`src/rtl/nasti_rd_arb_if.sv`:
```
// NASTI read-address (AR) and read-data (R) channel bundles with master/slave views.
interface nasti_ar #(
    parameter int unsigned ID_WIDTH   = 1,
    parameter int unsigned ADDR_WIDTH = 8,
    parameter int unsigned USER_WIDTH = 1
);
    logic [ID_WIDTH-1:0]   id;
    logic [ADDR_WIDTH-1:0] addr;
    logic [7:0]            len;
    logic [2:0]            size;
    logic [1:0]            burst;
    logic                  lock;
    logic [3:0]            cache;
    logic [2:0]            prot;
    logic [3:0]            qos;
    logic [3:0]            region;
    logic [USER_WIDTH-1:0] user;
    logic                  valid;
    logic                  ready;

    modport master (
        output id, addr, len, size, burst, lock, cache, prot, qos, region, user, valid,
        input  ready
    );
    modport slave (
        input  id, addr, len, size, burst, lock, cache, prot, qos, region, user, valid,
        output ready
    );
endinterface

interface nasti_r #(
    parameter int unsigned ID_WIDTH   = 1,
    parameter int unsigned DATA_WIDTH = 8,
    parameter int unsigned USER_WIDTH = 1
);
    logic [ID_WIDTH-1:0]   id;
    logic [DATA_WIDTH-1:0] data;
    logic [1:0]            resp;
    logic                  last;
    logic [USER_WIDTH-1:0] user;
    logic                  valid;
    logic                  ready;

    // master receives read data; slave returns it
    modport master (
        input  id, data, resp, last, user, valid,
        output ready
    );
    modport slave (
        output id, data, resp, last, user, valid,
        input  ready
    );
endinterface

```
`src/rtl/nasti_rd_arb.sv`:
```
// Two-master round-robin NASTI read arbiter; one outstanding burst at a time.
module nasti_rd_arb #(
    parameter int unsigned ID_WIDTH   = 1,
    parameter int unsigned ADDR_WIDTH = 8,
    parameter int unsigned DATA_WIDTH = 8,
    parameter int unsigned USER_WIDTH = 1
) (
    input  logic    clk,
    input  logic    rst,
    nasti_ar.slave  m0_ar,
    nasti_r.slave   m0_r,
    nasti_ar.slave  m1_ar,
    nasti_r.slave   m1_r,
    nasti_ar.master s_ar,
    nasti_r.master  s_r
);
    typedef enum logic [1:0] {
        ST_IDLE = 2'd0,
        ST_ADDR = 2'd1,
        ST_DATA = 2'd2
    } state_e;

    state_e state_q, state_d;
    logic   gnt_q, gnt_d;
    logic   lst_q, lst_d;

    logic [ID_WIDTH-1:0]   ar_id_c;
    logic [ADDR_WIDTH-1:0] ar_addr_c;
    logic [7:0]            ar_len_c;
    logic [2:0]            ar_size_c;
    logic [1:0]            ar_burst_c;
    logic                  ar_lock_c;
    logic [3:0]            ar_cache_c;
    logic [2:0]            ar_prot_c;
    logic [3:0]            ar_qos_c;
    logic [3:0]            ar_region_c;
    logic [USER_WIDTH-1:0] ar_user_c;
    logic                  ar_valid_c;
    logic [DATA_WIDTH-1:0] r_data_c;
    logic                  r_ready_c;

    // Granted master's AR payload; selected by the registered grant only.
    always_comb begin
        if (gnt_q) begin
            ar_id_c     = m1_ar.id;
            ar_addr_c   = m1_ar.addr;
            ar_len_c    = m1_ar.len;
            ar_size_c   = m1_ar.size;
            ar_burst_c  = m1_ar.burst;
            ar_lock_c   = m1_ar.lock;
            ar_cache_c  = m1_ar.cache;
            ar_prot_c   = m1_ar.prot;
            ar_qos_c    = m1_ar.qos;
            ar_region_c = m1_ar.region;
            ar_user_c   = m1_ar.user;
            ar_valid_c  = m1_ar.valid;
            r_ready_c   = m1_r.ready;
        end else begin
            ar_id_c     = m0_ar.id;
            ar_addr_c   = m0_ar.addr;
            ar_len_c    = m0_ar.len;
            ar_size_c   = m0_ar.size;
            ar_burst_c  = m0_ar.burst;
            ar_lock_c   = m0_ar.lock;
            ar_cache_c  = m0_ar.cache;
            ar_prot_c   = m0_ar.prot;
            ar_qos_c    = m0_ar.qos;
            ar_region_c = m0_ar.region;
            ar_user_c   = m0_ar.user;
            ar_valid_c  = m0_ar.valid;
            r_ready_c   = m0_r.ready;
        end
    end

    assign r_data_c = s_r.data;

    // Next-state and channel steering; every handshake signal defaults low.
    always_comb begin
        state_d = state_q;
        gnt_d   = gnt_q;
        lst_d   = lst_q;

        s_ar.id     = ar_id_c;
        s_ar.addr   = ar_addr_c;
        s_ar.len    = ar_len_c;
        s_ar.size   = ar_size_c;
        s_ar.burst  = ar_burst_c;
        s_ar.lock   = ar_lock_c;
        s_ar.cache  = ar_cache_c;
        s_ar.prot   = ar_prot_c;
        s_ar.qos    = ar_qos_c;
        s_ar.region = ar_region_c;
        s_ar.user   = ar_user_c;
        s_ar.valid  = 1'b0;
        m0_ar.ready = 1'b0;
        m1_ar.ready = 1'b0;

        s_r.ready  = 1'b0;
        m0_r.id    = s_r.id;
        m0_r.data  = r_data_c;
        m0_r.resp  = s_r.resp;
        m0_r.last  = s_r.last;
        m0_r.user  = s_r.user;
        m0_r.valid = 1'b0;
        m1_r.id    = s_r.id;
        m1_r.data  = r_data_c;
        m1_r.resp  = s_r.resp;
        m1_r.last  = s_r.last;
        m1_r.user  = s_r.user;
        m1_r.valid = 1'b0;

        case (state_q)
            ST_IDLE: begin
                if (m0_ar.valid && m1_ar.valid) begin
                    gnt_d   = ~lst_q;
                    state_d = ST_ADDR;
                end else if (m0_ar.valid) begin
                    gnt_d   = 1'b0;
                    state_d = ST_ADDR;
                end else if (m1_ar.valid) begin
                    gnt_d   = 1'b1;
                    state_d = ST_ADDR;
                end
            end
            ST_ADDR: begin
                s_ar.valid = ar_valid_c;
                if (gnt_q) begin
                    m1_ar.ready = s_ar.ready;
                end else begin
                    m0_ar.ready = s_ar.ready;
                end
                if (ar_valid_c && s_ar.ready) begin
                    state_d = ST_DATA;
                end
            end
            ST_DATA: begin
                s_r.ready = r_ready_c;
                if (gnt_q) begin
                    m1_r.valid = s_r.valid;
                end else begin
                    m0_r.valid = s_r.valid;
                end
                if (s_r.valid && r_ready_c && s_r.last) begin
                    lst_d   = gnt_q;
                    state_d = ST_IDLE;
                end
            end
            default: state_d = ST_IDLE;
        endcase
    end

    always_ff @(posedge clk) begin
        if (rst) begin
            state_q <= ST_IDLE;
            gnt_q   <= 1'b0;
            lst_q   <= 1'b1;
        end else begin
            state_q <= state_d;
            gnt_q   <= gnt_d;
            lst_q   <= lst_d;
        end
    end
endmodule

```
`src/flat_wrapper.sv`:
```
// flat-port wrapper written by rule: the top's interface ports become plain ports
module nasti_rd_arb_flat 
#(
    parameter int unsigned ID_WIDTH   = 1,
    parameter int unsigned ADDR_WIDTH = 8,
    parameter int unsigned DATA_WIDTH = 8,
    parameter int unsigned USER_WIDTH = 1
)
  (clk, rst, m0_ar_id, m0_ar_addr, m0_ar_len, m0_ar_size, m0_ar_burst, m0_ar_lock, m0_ar_cache, m0_ar_prot, m0_ar_qos, m0_ar_region, m0_ar_user, m0_ar_valid, m0_ar_ready, m0_r_id, m0_r_data, m0_r_resp, m0_r_last, m0_r_user, m0_r_valid, m0_r_ready, m1_ar_id, m1_ar_addr, m1_ar_len, m1_ar_size, m1_ar_burst, m1_ar_lock, m1_ar_cache, m1_ar_prot, m1_ar_qos, m1_ar_region, m1_ar_user, m1_ar_valid, m1_ar_ready, m1_r_id, m1_r_data, m1_r_resp, m1_r_last, m1_r_user, m1_r_valid, m1_r_ready, s_ar_id, s_ar_addr, s_ar_len, s_ar_size, s_ar_burst, s_ar_lock, s_ar_cache, s_ar_prot, s_ar_qos, s_ar_region, s_ar_user, s_ar_valid, s_ar_ready, s_r_id, s_r_data, s_r_resp, s_r_last, s_r_user, s_r_valid, s_r_ready);
  nasti_ar #(.ID_WIDTH(ID_WIDTH), .ADDR_WIDTH(ADDR_WIDTH), .USER_WIDTH(USER_WIDTH)) m0_ar_i ();
  nasti_r #(.ID_WIDTH(ID_WIDTH), .DATA_WIDTH(DATA_WIDTH), .USER_WIDTH(USER_WIDTH)) m0_r_i ();
  nasti_ar #(.ID_WIDTH(ID_WIDTH), .ADDR_WIDTH(ADDR_WIDTH), .USER_WIDTH(USER_WIDTH)) m1_ar_i ();
  nasti_r #(.ID_WIDTH(ID_WIDTH), .DATA_WIDTH(DATA_WIDTH), .USER_WIDTH(USER_WIDTH)) m1_r_i ();
  nasti_ar #(.ID_WIDTH(ID_WIDTH), .ADDR_WIDTH(ADDR_WIDTH), .USER_WIDTH(USER_WIDTH)) s_ar_i ();
  nasti_r #(.ID_WIDTH(ID_WIDTH), .DATA_WIDTH(DATA_WIDTH), .USER_WIDTH(USER_WIDTH)) s_r_i ();
  input  logic clk;
  input  logic rst;
  input wire logic [$bits(m0_ar_i.id)-1:0] m0_ar_id;
  input wire logic [$bits(m0_ar_i.addr)-1:0] m0_ar_addr;
  input wire logic [$bits(m0_ar_i.len)-1:0] m0_ar_len;
  input wire logic [$bits(m0_ar_i.size)-1:0] m0_ar_size;
  input wire logic [$bits(m0_ar_i.burst)-1:0] m0_ar_burst;
  input wire logic [$bits(m0_ar_i.lock)-1:0] m0_ar_lock;
  input wire logic [$bits(m0_ar_i.cache)-1:0] m0_ar_cache;
  input wire logic [$bits(m0_ar_i.prot)-1:0] m0_ar_prot;
  input wire logic [$bits(m0_ar_i.qos)-1:0] m0_ar_qos;
  input wire logic [$bits(m0_ar_i.region)-1:0] m0_ar_region;
  input wire logic [$bits(m0_ar_i.user)-1:0] m0_ar_user;
  input wire logic [$bits(m0_ar_i.valid)-1:0] m0_ar_valid;
  output wire logic [$bits(m0_ar_i.ready)-1:0] m0_ar_ready;
  output wire logic [$bits(m0_r_i.id)-1:0] m0_r_id;
  output wire logic [$bits(m0_r_i.data)-1:0] m0_r_data;
  output wire logic [$bits(m0_r_i.resp)-1:0] m0_r_resp;
  output wire logic [$bits(m0_r_i.last)-1:0] m0_r_last;
  output wire logic [$bits(m0_r_i.user)-1:0] m0_r_user;
  output wire logic [$bits(m0_r_i.valid)-1:0] m0_r_valid;
  input wire logic [$bits(m0_r_i.ready)-1:0] m0_r_ready;
  input wire logic [$bits(m1_ar_i.id)-1:0] m1_ar_id;
  input wire logic [$bits(m1_ar_i.addr)-1:0] m1_ar_addr;
  input wire logic [$bits(m1_ar_i.len)-1:0] m1_ar_len;
  input wire logic [$bits(m1_ar_i.size)-1:0] m1_ar_size;
  input wire logic [$bits(m1_ar_i.burst)-1:0] m1_ar_burst;
  input wire logic [$bits(m1_ar_i.lock)-1:0] m1_ar_lock;
  input wire logic [$bits(m1_ar_i.cache)-1:0] m1_ar_cache;
  input wire logic [$bits(m1_ar_i.prot)-1:0] m1_ar_prot;
  input wire logic [$bits(m1_ar_i.qos)-1:0] m1_ar_qos;
  input wire logic [$bits(m1_ar_i.region)-1:0] m1_ar_region;
  input wire logic [$bits(m1_ar_i.user)-1:0] m1_ar_user;
  input wire logic [$bits(m1_ar_i.valid)-1:0] m1_ar_valid;
  output wire logic [$bits(m1_ar_i.ready)-1:0] m1_ar_ready;
  output wire logic [$bits(m1_r_i.id)-1:0] m1_r_id;
  output wire logic [$bits(m1_r_i.data)-1:0] m1_r_data;
  output wire logic [$bits(m1_r_i.resp)-1:0] m1_r_resp;
  output wire logic [$bits(m1_r_i.last)-1:0] m1_r_last;
  output wire logic [$bits(m1_r_i.user)-1:0] m1_r_user;
  output wire logic [$bits(m1_r_i.valid)-1:0] m1_r_valid;
  input wire logic [$bits(m1_r_i.ready)-1:0] m1_r_ready;
  output wire logic [$bits(s_ar_i.id)-1:0] s_ar_id;
  output wire logic [$bits(s_ar_i.addr)-1:0] s_ar_addr;
  output wire logic [$bits(s_ar_i.len)-1:0] s_ar_len;
  output wire logic [$bits(s_ar_i.size)-1:0] s_ar_size;
  output wire logic [$bits(s_ar_i.burst)-1:0] s_ar_burst;
  output wire logic [$bits(s_ar_i.lock)-1:0] s_ar_lock;
  output wire logic [$bits(s_ar_i.cache)-1:0] s_ar_cache;
  output wire logic [$bits(s_ar_i.prot)-1:0] s_ar_prot;
  output wire logic [$bits(s_ar_i.qos)-1:0] s_ar_qos;
  output wire logic [$bits(s_ar_i.region)-1:0] s_ar_region;
  output wire logic [$bits(s_ar_i.user)-1:0] s_ar_user;
  output wire logic [$bits(s_ar_i.valid)-1:0] s_ar_valid;
  input wire logic [$bits(s_ar_i.ready)-1:0] s_ar_ready;
  input wire logic [$bits(s_r_i.id)-1:0] s_r_id;
  input wire logic [$bits(s_r_i.data)-1:0] s_r_data;
  input wire logic [$bits(s_r_i.resp)-1:0] s_r_resp;
  input wire logic [$bits(s_r_i.last)-1:0] s_r_last;
  input wire logic [$bits(s_r_i.user)-1:0] s_r_user;
  input wire logic [$bits(s_r_i.valid)-1:0] s_r_valid;
  output wire logic [$bits(s_r_i.ready)-1:0] s_r_ready;
  assign m0_ar_i.id = m0_ar_id;
  assign m0_ar_i.addr = m0_ar_addr;
  assign m0_ar_i.len = m0_ar_len;
  assign m0_ar_i.size = m0_ar_size;
  assign m0_ar_i.burst = m0_ar_burst;
  assign m0_ar_i.lock = m0_ar_lock;
  assign m0_ar_i.cache = m0_ar_cache;
  assign m0_ar_i.prot = m0_ar_prot;
  assign m0_ar_i.qos = m0_ar_qos;
  assign m0_ar_i.region = m0_ar_region;
  assign m0_ar_i.user = m0_ar_user;
  assign m0_ar_i.valid = m0_ar_valid;
  assign m0_ar_ready = m0_ar_i.ready;
  assign m0_r_id = m0_r_i.id;
  assign m0_r_data = m0_r_i.data;
  assign m0_r_resp = m0_r_i.resp;
  assign m0_r_last = m0_r_i.last;
  assign m0_r_user = m0_r_i.user;
  assign m0_r_valid = m0_r_i.valid;
  assign m0_r_i.ready = m0_r_ready;
  assign m1_ar_i.id = m1_ar_id;
  assign m1_ar_i.addr = m1_ar_addr;
  assign m1_ar_i.len = m1_ar_len;
  assign m1_ar_i.size = m1_ar_size;
  assign m1_ar_i.burst = m1_ar_burst;
  assign m1_ar_i.lock = m1_ar_lock;
  assign m1_ar_i.cache = m1_ar_cache;
  assign m1_ar_i.prot = m1_ar_prot;
  assign m1_ar_i.qos = m1_ar_qos;
  assign m1_ar_i.region = m1_ar_region;
  assign m1_ar_i.user = m1_ar_user;
  assign m1_ar_i.valid = m1_ar_valid;
  assign m1_ar_ready = m1_ar_i.ready;
  assign m1_r_id = m1_r_i.id;
  assign m1_r_data = m1_r_i.data;
  assign m1_r_resp = m1_r_i.resp;
  assign m1_r_last = m1_r_i.last;
  assign m1_r_user = m1_r_i.user;
  assign m1_r_valid = m1_r_i.valid;
  assign m1_r_i.ready = m1_r_ready;
  assign s_ar_id = s_ar_i.id;
  assign s_ar_addr = s_ar_i.addr;
  assign s_ar_len = s_ar_i.len;
  assign s_ar_size = s_ar_i.size;
  assign s_ar_burst = s_ar_i.burst;
  assign s_ar_lock = s_ar_i.lock;
  assign s_ar_cache = s_ar_i.cache;
  assign s_ar_prot = s_ar_i.prot;
  assign s_ar_qos = s_ar_i.qos;
  assign s_ar_region = s_ar_i.region;
  assign s_ar_user = s_ar_i.user;
  assign s_ar_valid = s_ar_i.valid;
  assign s_ar_i.ready = s_ar_ready;
  assign s_r_i.id = s_r_id;
  assign s_r_i.data = s_r_data;
  assign s_r_i.resp = s_r_resp;
  assign s_r_i.last = s_r_last;
  assign s_r_i.user = s_r_user;
  assign s_r_i.valid = s_r_valid;
  assign s_r_ready = s_r_i.ready;
  nasti_rd_arb #(.ID_WIDTH(ID_WIDTH), .ADDR_WIDTH(ADDR_WIDTH), .DATA_WIDTH(DATA_WIDTH), .USER_WIDTH(USER_WIDTH)) u_core (.clk(clk), .rst(rst), .m0_ar(m0_ar_i), .m0_r(m0_r_i), .m1_ar(m1_ar_i), .m1_r(m1_r_i), .s_ar(s_ar_i), .s_r(s_r_i));
endmodule
```
`config.mk`:
```
export PLATFORM = sky130hd
export DESIGN_NAME = nasti_rd_arb_flat
export DESIGN_NICKNAME = d
export VERILOG_FILES = /design/src/rtl/nasti_rd_arb_if.sv /design/src/rtl/nasti_rd_arb.sv /design/src/flat_wrapper.sv
export SDC_FILE = /design/constraint.sdc
export NUM_CORES = 1
export LEC_CHECK = 0
export BUFFER_PORTS_ARGS = -buffer_cell sky130_fd_sc_hd__buf_2
export CAP_MARGIN = 25
export CORE_AREA = 2 2 65 67
export CTS_BUF_LIST = sky130_fd_sc_hd__clkbuf_2 sky130_fd_sc_hd__clkbuf_4 sky130_fd_sc_hd__clkbuf_8
export DETAILED_ROUTE_END_ITERATION = 8
export DIE_AREA = 0 0 67 69
export MAX_ROUTING_LAYER = met4
export PLACE_DENSITY = 0.8
export SYNTH_ARGS = -nofsm -noshare
export SYNTH_HDL_FRONTEND = slang
export SYNTH_SLANG_ARGS = --single-unit
```
`constraint.sdc`:
```
create_clock -name clk -period 2.4 [get_ports clk]
set_clock_uncertainty 0.15 [all_clocks]
set_input_delay 0.36 -clock clk [delete_from_list [all_inputs] [get_ports clk]]
set_output_delay 0.36 -clock clk [all_outputs]
set_load 0.02 [all_outputs]
```
Word-level counts from Yosys, hierarchy flattened
Cells that the tools add are included.
- bits in latches: 0
- RAM bits: 0
- memories: 0
- flip-flop bits (word level): 4
- logic and storage cells: 50
- output and inout bits: 71
- ROM bits: 0
- add/sub/neg operators: 0
- reductions and logical operators: 9
- divide/modulo/power cells: 0
- $lt $le $gt $ge: 0
- shift operators: 0
- multiply operators: 0
- bitwise operators: 1
- eq/ne operators: 5
- mux-type cells: 32
- operators by type and width (cell ; number):
    $mux 1 ; 18
    $mux 8 ; 2
    $mux 2 ; 6
    $mux 4 ; 3
    $mux 3 ; 2
    $pmux 2 s3 ; 1
    $logic_and 1x1->1 ; 4
    $ne 2x1->1 const B ; 2
    $ne 4x3->1 const B ; 1
    $reduce_and 2->1 ; 2
    $reduce_and 3->1 ; 1
    $reduce_bool 3->1 ; 1
    $eq 2x1->1 const B ; 1
    $eq 2x2->1 const B ; 1
    $logic_not 2->1 ; 1
    $not 1->1 ; 1

Logic depth before layout (Yosys ltp)
- word-level depth: 5
- gate-level depth with buffers: 4
- depth with buffers taken out: 3

Worst setup path after synthesis
No wires, ideal clock.
- kind: flip-flop to output port
- start: register u_core.gnt_q
- end: output port s_ar_cache[2]
- data required time: 1.890 ns
- slack: 0.721 ns
- cell stages (with the launch flop): 4
- data arrival time: 1.169 ns
- cell sequence: dfxtp_1 buf_2 buf_2 mux2_1
- cells in the longest elaborated chain, start to end: 1
- ends and longest elaborated chain (element ; RTL line ; text):
    start: declaration ; nasti_rd_arb.sv:24 ; logic gnt_q, gnt_d;
    start signal: assignment ; nasti_rd_arb.sv:159 ; gnt_q <= gnt_d;
    $mux 4 ; nasti_rd_arb.sv:44 ; if (gnt_q) begin
    end: declaration ; flat_wrapper.sv:64 ; output wire logic [$bits(s_ar_i.cache)-1:0] s_ar_cache;
Every way passes these cells.

Final worst setup path
- start: register u_core.gnt_q
- end: output port s_ar_qos[2]
- cells in the longest elaborated chain, start to end: 1
- ends and longest elaborated chain (element ; RTL line ; text):
    $mux 4 ; nasti_rd_arb.sv:44 ;
    end: declaration ; flat_wrapper.sv:66 ; output wire logic [$bits(s_ar_i.qos)-1:0] s_ar_qos;
Every way passes these cells.

==> qor.csv <==
stage,metric,value,unit
synthesis,synth_top_area_share,47.4,%
cells_and_area,syn_to_final_growth,60.3,%
sta,rsz0062_at_grt,no,
route,viasPerCell,4.18,
clock_tree,htreeDepth,1,
critical_path,r2r-end,u_core.lst_q,
synthesis,async_flop_share,0,%
route,vias,1082,
global_route,grt_max_degree,25,
clock_tree,hold_buffers,0,
place,hpwl,2.77,mm
floorplanning,dieHeight,69,um
status,status,completed,
sta,fin_setup_tns,0,ns
synthesis,synth_edf_count,0,
cells_and_area,num-fill-cells,419,
clock_tree,cts_buffers,3,
pwr,ir_drop,0.000305,V
synthesis,synth_area_leaders,"mux2_1 (47%), buf_4 (24%), dfxtp_1 (8.6%)",
synthesis,ys_warn_count,0,
clock_tree,clk_path_buf_depth,2,
global_route,track_usage,13.4,%
sta,fin_crit,1.92,ns
clock_tree,clock_sinks,4,
sta,worstMarginPinSlew,0.295,ns
min_path,min_from,rst,
job,drv_cap,0,
critical_path,worstPathArrival,1.41,ns
cells_and_area,nNetsFinal,310,
place,port_buffers,133,
route,totalWireLength,3.21,mm
floorplanning,num_rows,23,
min_path,hold_path.class,primary input to register,
sta,fmax,520,MHz
cells_and_area,num_antenna_cells,0,
route,drt_drc_violations_left,0,
synthesis,ys_ff_latch,4,
sta,finalHoldViolations,0,
sta,slew_violations,0,
route,first_pass_iters,3,
min_path,whs_path_depth,2,
synthesis,ys.flop_type,dfxtp_1,
synthesis,yosysMostFrequentCell,mux2_1,
critical_path,worst-r2r-setup-slack,0.91,ns
route,wire_per_inst,12.4,um
route,drtAntennaViolNets,0,
global_route,antenna_found_initial,0,
sta,fin_crit_sh,80.2,%
synthesis,ys_types,21,
critical_path,worstSetupPathType,register to primary output,
clock_tree,clkSlewWorstSetupHoldPaths,0.03,ns
clock_tree,cts_tree,done,
synthesis,synth_top_cell_by_area,mux2_1,
sta,setup_viol,0,
pwr,cellPowerDensity,351,mW/mm^2
synthesis,syn_nets,201,
floorplanning,ioPinCount,170,
critical_path,start_kind,register,
synthesis,synth_area,926,um^2
critical_path,rr_startpoint,u_core.gnt_q,
min_path,worstHoldEndpoint,u_core.gnt_q,
synthesis,synth.top_cells.by_count,"mux2_1 (39), buf_4 (29), nand2_1 (5)",
synthesis,synthCells,102,
critical_path,worstPathRequired,1.89,ns
sta,slew_headroom,80.3,%
global_route,grt_pass1_vias,1130,
clock_tree,root_buffer,clkbuf_8,
floorplanning,die_w,67,um
critical_path,worstSetupStartpoint,u_core.gnt_q,
synthesis,synth_seq_area_share,8.65,%
floorplanning,dieArea,0.00462,mm^2
place,gp_congestion,0.689,
pwr,p_leak,0.825,nW
global_route,overflow,0,
clock_tree,clk_latency,0.22,ns
critical_path,cp_max_fo,24,
synthesis,postSynthAreaPerCell,9.08,um^2
floorplanning,initial_utilization,23.7,%
clock_tree,post_cts_resized,0,
critical_path,reg2reg_depth,4,
global_route,grt_first_pass_wirelength,4.82,mm
sta,whs,0.207,ns
floorplanning,coreArea,0.00391,mm^2
route,drtIter0Drc,16,
clock_tree,post_cts_buffers,0,
critical_path,endpoint_kind,primary output,
cells_and_area,final_layout_size_suffix_gt1_share,67.9,%
-- where the power goes --
part           internal (W)  total [W]  switching [W]
Sequential        0.0000709  0.0000757     0.00000478
Combinational      0.000140   0.000304       0.000164
Clock              0.000107   0.000141      0.0000343
-- how the worst max path moves through the flow --
stage,cells past startpoint,end,slack (ns)
finish,3,s_ar_qos[2],0.48
global route,3,s_ar_qos[2],0.42
CTS,3,s_ar_qos[2],0.46
detailed placement,3,s_ar_qos[2],0.70
global placement,3,s_ar_qos[2],0.70
floorplan,3,s_ar_cache[2],0.72
-- critical path, cell delays in order, from the launching register on --
cell and delay [ns]:
dfxtp_2 0.31, buf_4 0.28, mux2_1 0.41, buf_2 0.18
-- cells by family (layout without fill, tap and decap cells) --
family / count (synthesis) / in the layout / share of synthesized area, %
mux: 42 / 42 / 51.1
buf+inv: 32 / 139 / 25.0
simple gates: 18 / 18 / 11.1
compound gates: 6 / 6 / 4.19
flops: 4 / 4 / 8.65
-- layer usage --
metal	track usage [%]	vias to the layer above	routed length [um]
met2	23.0	75	1500
met5	-	-	0
met4	3.63	0	51
met1	14.3	456	1240
met3	4.57	6	417
li1	-	545	-
-- per-stage QoR --
step / area, um^2 / util, % / instances / total power, W / setup WS, ns
floorplan: 926 / - / 102 / 0.000306 / 0.721
global placement: 1440 / 36.9 / 256 / 0.000381 / 0.704
detailed placement: 1440 / 36.9 / 256 / 0.000383 / 0.700
CTS: 1480 / 37.9 / 259 / 0.000529 / 0.463
global route: 1480 / 37.9 / 259 / 0.000555 / 0.417
finish: 1480 / 37.9 / 259 / 0.000521 / 0.475
-- sequential cells by signal, summed over array words and instances (netlist names) --
register and cells:
u_core.lst_q 1, u_core.state_q 2, u_core.gnt_q 1
-- layout by cell type (no fill, tap or decap), types with 2 or more instances in the layout --
| cell | synthesis | final |
|---|---|---|
| and3_1 | 2 | 2 |
| a21oi_1 | 2 | 2 |
| clkbuf_8 | 0 | 3 |
| buf_4 | 29 | 2 |
| mux2_1 | 39 | 39 |
| nor2_1 | 4 | 4 |
| buf_2 | 2 | 133 |
| dfxtp_1 | 4 | 3 |
| mux2i_1 | 2 | 2 |
| nand2_1 | 5 | 5 |
| nor2b_1 | 2 | 2 |
-- final cells by class --
cell class	instances	area, um^2	area share [%]
Timing Repair Buffer	135	681	45.9
Multi-Input combinational cell	66	614	41.4
Sequential cell	4	81.3	5.48
Tap cell	50	62.6	4.22
Clock buffer	3	41.3	2.78
Inverter	1	3.75	0.253
(Power assumes the default switching activity.)
